==> config.mk <==
export PLATFORM = sky130hd
export DESIGN_NAME = alb_seq
export DESIGN_NICKNAME = d
export VERILOG_FILES = /design/src/rtl/alb_seq_pkg.sv /design/src/rtl/alb_seq_alb.sv /design/src/rtl/alb_seq.sv
export SDC_FILE = /design/constraint.sdc
export NUM_CORES = 1
export LEC_CHECK = 0
export BUFFER_PORTS_ARGS = -buffer_cell sky130_fd_sc_hd__buf_2
export CAP_MARGIN = 5
export CORE_UTILIZATION = 55
export CTS_BUF_LIST = sky130_fd_sc_hd__clkbuf_16
export DETAILED_ROUTE_END_ITERATION = 16
export PLACE_DENSITY = 0.85
export SETUP_SLACK_MARGIN = 0.5
export SLEW_MARGIN = 20
export SYNTH_ARGS = -nofsm -noshare
export SYNTH_HDL_FRONTEND = slang
export SYNTH_SLANG_ARGS = --single-unit
==> constraint.sdc <==
create_clock -name clk -period 3.9 [get_ports clk]
set_input_delay 0.39 -clock clk [delete_from_list [all_inputs] [get_ports clk]]
set_output_delay 0.39 -clock clk [all_outputs]
set_load 0.05 [all_outputs]
==> src/rtl/alb_seq_pkg.sv <==
// alb_seq_pkg: op encodings and FSM state shared by the byte-serial ALB sequencer
package alb_seq_pkg;
  localparam logic [1:0] OP_OR  = 2'b00;
  localparam logic [1:0] OP_ADD = 2'b01;
  localparam logic [1:0] OP_SUB = 2'b10;
  localparam logic [1:0] OP_XOR = 2'b11;
  typedef enum logic [1:0] {IDLE = 2'd0, RUN = 2'd1, DONE = 2'd2} state_t;
endpackage

==> src/rtl/alb_seq_alb.sv <==
// alb_seq_alb: 8-bit arithmetic/logic block; SUB computes S + ~R + CI
module alb_seq_alb
  import alb_seq_pkg::*;
(
  input  logic [7:0] r,
  input  logic [7:0] s,
  input  logic [1:0] mi,
  input  logic       ci,
  output logic [7:0] f,
  output logic       co,
  output logic       vo
);
  logic [7:0] b;
  logic [8:0] sum;
  logic       arith;
  always_comb begin
    arith = (mi == OP_ADD) || (mi == OP_SUB);
    b = (mi == OP_SUB) ? ~r : r;
    sum = {1'b0, s} + {1'b0, b} + {8'd0, ci};
    f = (mi == OP_OR) ? (r | s) : (mi == OP_XOR) ? (r ^ s) : sum[7:0];
    co = arith & sum[8];
    vo = arith & (s[7] == b[7]) & (sum[7] != s[7]);
  end
endmodule

==> src/rtl/alb_seq.sv <==
// alb_seq: runs a 32-bit op through one 8-bit ALB, one byte per cycle, LSB first
module alb_seq
  import alb_seq_pkg::*;
(
  input  logic        clk,
  input  logic        rst_n,
  input  logic        cmd_valid,
  output logic        cmd_ready,
  input  logic [1:0]  cmd_op,
  input  logic [1:0]  cmd_len,
  input  logic [31:0] cmd_r,
  input  logic [31:0] cmd_s,
  input  logic        cmd_ci,
  output logic        res_valid,
  input  logic        res_ready,
  output logic [31:0] res_f,
  output logic        res_co,
  output logic        res_zo,
  output logic        res_no,
  output logic        res_vo,
  output logic        busy
);
  state_t      state, nxt;
  logic [1:0]  op_q, len_q, idx;
  logic [31:0] r_q, s_q;
  logic        ci_q;
  logic [7:0]  f;
  logic        co, vo, last;

  assign last = (idx == len_q);

  alb_seq_alb u_alb (
    .r  (r_q[{idx, 3'b000} +: 8]),
    .s  (s_q[{idx, 3'b000} +: 8]),
    .mi (op_q),
    .ci ((idx == 2'd0) ? ci_q : res_co),
    .f  (f),
    .co (co),
    .vo (vo)
  );

  always_ff @(posedge clk or negedge rst_n)
    if (!rst_n) state <= IDLE;
    else state <= nxt;

  always_comb
    case (state)
      IDLE:    nxt = cmd_valid ? RUN : IDLE;
      RUN:     nxt = last ? DONE : RUN;
      DONE:    nxt = res_ready ? IDLE : DONE;
      default: nxt = IDLE;
    endcase

  always_comb begin
    cmd_ready = (state == IDLE);
    busy = (state != IDLE);
    res_valid = (state == DONE);
  end

  // res_co doubles as the inter-byte carry register feeding the next byte's CI
  always_ff @(posedge clk or negedge rst_n)
    if (!rst_n) begin
      {op_q, len_q, idx, r_q, s_q, ci_q} <= '0;
      {res_f, res_co, res_zo, res_no, res_vo} <= '0;
    end else if (state == IDLE && cmd_valid) begin
      {op_q, len_q, r_q, s_q, ci_q} <= {cmd_op, cmd_len, cmd_r, cmd_s, cmd_ci};
      idx <= 2'd0;
      {res_f, res_co, res_zo, res_no, res_vo} <= '0;
    end else if (state == RUN) begin
      res_f[{idx, 3'b000} +: 8] <= f;
      res_co <= co;
      res_vo <= vo;
      res_no <= f[7];
      res_zo <= (f == 8'd0) && (idx == 2'd0 || res_zo);
      idx <= last ? 2'd0 : idx + 2'd1;
    end
endmodule

-- Word level (Yosys, flattened, before mapping)
Cells that the tools add are included.
Widths: inputs -> output; s select.
- bitwise gates (word level): 6
- add/sub/neg operators: 4
- shift-type cells: 4
- eq/ne operators: 8
- multiplexer cells: 22
- reductions and logical operators: 10
- operators with widths (kind ; count):
    $mux 32 ; 2
    $shiftx 32x6->8 ; 2
    $bwmux 32 ; 1
    $shift 8x7->32 const A ; 1
    $shiftx 8x7->32 ; 1
    $mux 8 ; 3
    $mux 1 ; 10
    $mux 2 ; 5
    $add 8x8->9 ; 1
    $add 9x1->9 ; 1
    $logic_not 8->1 ; 1
    $not 8->8 ; 1
    $or 8x8->8 ; 1
    $xor 8x8->8 ; 1
    $neg 5->7 ; 1
    $eq 2x2->1 const B ; 3
    $logic_not 2->1 ; 3
    $pmux 2 s3 ; 1
    $eq 2x1->1 const B ; 2
    $reduce_bool 2->1 ; 2
    $and 1x1->1 ; 3
    $add 2x1->2 const B ; 1
    $eq 2x2->1 ; 1
    $logic_and 1x1->1 ; 2
    other kinds (3) ; 4
- output and inout bits: 39
- register bits after elaboration: 109

-- Longest topological paths before layout
- word-level depth: 11
- mapped depth: 14

-- Hierarchy
A second synthesis with hierarchy kept.
- cells, all modules: 424
- area total of the unflattened synthesis: 5631.7 um^2
- by module, submodules not included (module ; cells an instance ; area each (um^2) ; sequential area each (um^2) ; times used):
    alb_seq ; 309 ; 4788.3 ; 2727.6 ; 1
    alb_seq_alb ; 115 ; 843.3 ; 0.0 ; 1

-- Least setup slack after synthesis
Ideal clock, no wire load.
- path type: reg-to-reg
- from: reg idx[0]
- to: reg res_f[20]
- setup slack: 384 ps
- period minus slack after synthesis: 3516 ps
- data required time: 3779 ps
- buffers on the path: 2
- setup time: 121 ps
- data arrival time: 3395 ps
- cell stages (with the launch flop): 14
- cells stage by stage: dfrtp_1 > buf_2 > buf_2 > mux4_2 > xor2_1 > fa_1 > inv_1 > fa_1 > nor2b_4 > o21ai_1 > or3b_1 > a311oi_1 > nor2_1 > a22o_1
- cells in the longest elaborated chain, start to end: 11
- RTL lines (element ; RTL line ; text):
    start: declaration ; alb_seq.sv:24 ; logic [1:0] op_q, len_q, idx;
    start signal: assignment ; alb_seq.sv:75 ; idx <= last ? 2'd0 : idx + 2'd1;
    $shiftx 32x6->8 ; alb_seq.sv:33 ; .r (r_q[{idx, 3'b000} +: 8]),
    $not 8->8 ; alb_seq_alb.sv:18 ; b = (mi == OP_SUB) ? ~r : r;
    $mux 8 ; alb_seq_alb.sv:18 ;
    $add 8x8->9 ; alb_seq_alb.sv:19 ; sum = {1'b0, s} + {1'b0, b} + {8'd0, ci};
    $add 9x1->9 ; alb_seq_alb.sv:19 ;
    $mux 8 (2 in a row) ; alb_seq_alb.sv:20 ; f = (mi == OP_OR) ? (r | s) : (mi == OP_XOR) ? (r ^ s) : sum[7:0];
    $shiftx 8x7->32 ; alb_seq.sv:70 ; res_f[{idx, 3'b000} +: 8] <= f;
    $bwmux 32 * ; alb_seq.sv:70 ;
    $mux 32 * ; alb_seq.sv:69 ; end else if (state == RUN) begin
    $mux 32 * ; alb_seq.sv:65 ; end else if (state == IDLE && cmd_valid) begin
    end signal: assignment ; alb_seq.sv:64 ; {res_f, res_co, res_zo, res_no, res_vo} <= '0;
    end signal: assignment ; alb_seq.sv:68 ; {res_f, res_co, res_zo, res_no, res_vo} <= '0;
    end signal: indexed assignment ; alb_seq.sv:70 ;
    end: declaration ; alb_seq.sv:16 ; output logic [31:0] res_f,
Mark *: on every way between the ends. The rest lies on a longest branch, timed or not. The select of a mux whose other input is x is not followed.
A chain may end at the register's enable or synchronous reset.

-- Worst setup path in the final report
- from: reg idx[0]
- to: reg res_zo
- cells in the longest elaborated chain, start to end: 11
- RTL lines (element ; RTL line ; text):
    $shiftx 32x6->8 ; alb_seq.sv:33 ;
    $not 8->8 ; alb_seq_alb.sv:18 ;
    $mux 8 ; alb_seq_alb.sv:18 ;
    $add 8x8->9 ; alb_seq_alb.sv:19 ;
    $add 9x1->9 ; alb_seq_alb.sv:19 ;
    $mux 8 (2 in a row) ; alb_seq_alb.sv:20 ;
    $logic_not 8->1 ; alb_seq.sv:74 ; res_zo <= (f == 8'd0) && (idx == 2'd0 || res_zo);
    $logic_and 1x1->1 * ; alb_seq.sv:74 ;
    $mux 1 * ; alb_seq.sv:69 ;
    $mux 1 * ; alb_seq.sv:65 ;
    end signal: assignment ; alb_seq.sv:74 ;
    end: declaration ; alb_seq.sv:18 ; output logic res_zo,
Marks and branches as above.

==> metrics.md <==
| Metric | Value |
|---|---|
| Starting Density | `0.5647` |
| Initial antenna violation count | `0` |
| Crit Path Category | `reg -> reg` |
| IO Port Bufs | `111` |
| Most frequent cells in the layout | `nand2_1, buf_2, dfrtp_1` |
| Drt via density | `5.457` |
| Number of global-route vias before repair | `4,235` |
| Cell area after synthesis | `0.005494 mm^2` |
| #FFs+latches synth | `109` |
| Synth area leader | `dfrtp_1` |
| Synth Net Count | `659` |
| Layout area overhead | `18.95%` |
| Detailed-route DRC error count | `0` |
| Yosys Warn Count | `0` |
| Layout cells sized above 1 | `0.2703` |
| DP HPWL | `8.830 mm` |
| Cells along the critical path | `mux4_2 -> xor2_2 -> fa_1 -> inv_2 -> fa_2 -> nor2b_4 -> o21ai_1 -> or3b_1 -> a311oi_2 -> o211ai_1 -> o31ai_4` |
| CTS Hold Bufs | `0` |
| Largest net degree at the start of global routing | `86` |
| Relative slew slack | `0.2380` |
| First-pass GRT wire length | `20.38 mm` |
| Die H | `101.9 um` |
| Gr usage total | `0.2585` |
| Maximum VDD drop | `0.5857 mV` |
| DRT Wirelength | `12.71 mm` |
| Antenna diodes | `0` |
| ANT nets after route | `0` |
| Slew Limit Fails | `0` |
| Status | `finished clean` |
| Critical Path RT | `4150 ps` |
| Post-DP Area | `0.006122 mm^2` |
| Cells after synthesis | `562` |
| Max Cap Violations | `0` |
| CP startpoint | `idx[0]` |
| Detailed Routing Iterations Pass 1 | `6` |
| Chip Width | `101.9 um` |
| Reg-to-Reg Start | `idx[0]` |
| Core ar. | `0.009729 mm^2` |
| Ys async rst share | `1.000` |
| Multi-input logic area | `0.002566 mm^2` |
| Distinct cell type count after synthesis | `54` |
| Yosys top cell area share | `0.4965` |
| Clock sink total | `109` |
| EDFF count, synth | `0` |
| Top FF cell, synth | `dfrtp_1` |
| Via Count | `4,420` |
| Hold Crit Class | `in -> async` |
| Final hold viol count | `0` |
| Most common cell after layout, fill and taps aside | `nand2_1` |
| Drt wl/cell | `15.69 um` |
| I/O pin count | `112` |
| Die ar. | `0.01039 mm^2` |
| Worst path slowest cell | `mux4_2` |
| TritonCTS clock tree | `yes` |
| Max Clock Skew | `8.506 ps` |
| Worst-Skew Late Latency | `350 ps` |
| Clock Pin Slew Worst Setup and Hold Paths | `70 ps` |
| Worst-Margin Slew | `1133 ps` |
| Setup TNS | `0 ps` |
| Avg Cell Area, Syn | `9.776 um^2` |
| Fmax | `298.3 MHz` |
| Final #Nets | `769` |
| Min cycle time layout | `3352 ps` |
| Num rows | `36` |
| Startpoint types | `flop` |
| Cts bufs inserted | `9` |
| Fin area | `0.006535 mm^2` |
| Sequential fraction of the synthesis area | `0.4965` |
| Drt initial violations | `298` |
| R2r setup slk | `550 ps` |
| Leakage power | `0.003449 uW` |
| Period utilization | `0.8595` |
| Pwr dens | `1007 mW/mm^2` |
| CP endpoint kind | `flop` |
| CP arrival | `3600 ps` |
| Unrepaired setup endpoints after global routing | `no` |
| # setup viols final | `0` |
| Crit-path max cell delay | `560 ps` |
| Worst-path maximum fanout | `4` |
| CTS Buffer Depth | `2` |
| CTS H-tree lvls | `3` |
| Reg area | `0.002729 mm^2` |
| Fin util | `0.6717` |
| GR Overflow Total | `0` |
| Clock Tree Root | `clkbuf_16` |
| Gpl congestion | `0.8187` |
| Ranking of synthesized cells by area | `dfrtp_1, nand2_1, mux4_2` |
| Fillers | `782` |
[per-layer routing]
layer	share of wire	global-route usage	vias up
met3	0.070	0.05267	32
met1	0.43	0.3541	2091
met5	0	0	-
li1	-	-	2092
met2	0.47	0.4179	205
met4	0.026	0.08352	0
[metrics by stage]
step                total power, uW  hold slack (ps)  setup slack, ps  instances
floorplan                      4559            94.41            514.4        562
global placement               5225            452.8            578.3        788
detailed placement             5368            457.2            504.0        788
CTS                            6303            230.8            522.7        804
global route                   7075            150.9            428.0        810
finish                         6580            80.05            547.8        810
[critical path, delay by kind of cell, from the launching register on]
kind	cells	cell delay, ps
xor+xnor	1	170
simple gates	2	430
compound gates	4	840
fa+ha+maj	2	720
buf+inv	1	90
mux	1	560
flops	1	430
[final cells by class]
class                           count  share of cell area
Clock inverter                      7            0.009764
Sequential cell                   109              0.4176
Tap cell                          133             0.02546
Timing Repair Buffer              125              0.1045
Inverter                           27             0.01551
Clock buffer                        9             0.03446
Multi-Input combinational cell    400              0.3927
[flip-flops by register name (all words and copies together) (netlist names), 2 cells and up]
name	flops
idx	2
op_q	2
s_q	32
state	2
res_f	32
r_q	32
len_q	2
[power by group]
part / total (uW) / internal (uW) / switching [uW] / leakage [uW]
sequential: 1770 / 1540 / 230 / 0.00140
clock: 891 / 494 / 397 / 0.000141
combinational: 3920 / 1530 / 2400 / 0.00191
total: 6580 / 3560 / 3020 / 0.00345
[what timing repair did]
item                       CTS  global route
setup endpoints to repair    3            10
cloned                       0             0
buffers inserted             0             6
pin swaps                    0             3
resized for setup            1            13
[cell families (layout without fill, tap and decap cells)]
logic type	after synthesis	count (layout)	synth area share
AO/OA/AOI/OAI	73	73	0.1013
XOR/XNOR	12	12	0.01913
adder cells (fa/ha/maj)	24	24	0.05739
buffers and inverters	53	168	0.04760
flip-flops	109	109	0.4965
multiplexers	20	20	0.07310
AND/OR/NAND/NOR	271	271	0.2050
[cells in the mapped netlist, drive strengths merged, types with 2 or more instances]
cell and number:
nand3b 2, clkbuf 21, mux4 16, and2 5, xnor2 2, a22o 21, o21a 2, inv 27
nand2 226, nor4 2, and3 3, fa 2, o21ai 21, nand3 8, or4 2, ha 22
mux2i 3, a211oi 2, o31ai 5, xor2 10, dfrtp 109, buf 5, nor2 7, a21oi 12
nor3 7, nor2b 3, o211ai 3
[final timing paths]
kind / to / cells past startpoint
worst max-delay path: res_zo / 11
worst min-delay path: res_f[23] / 1
worst max register to register: res_zo / 11
worst min register to register: s_q[20] / 2
max in group asynchronous: res_zo / 2
min in group clk: s_q[4] / 3
Note: power is estimated with default switching activity, not from simulation.
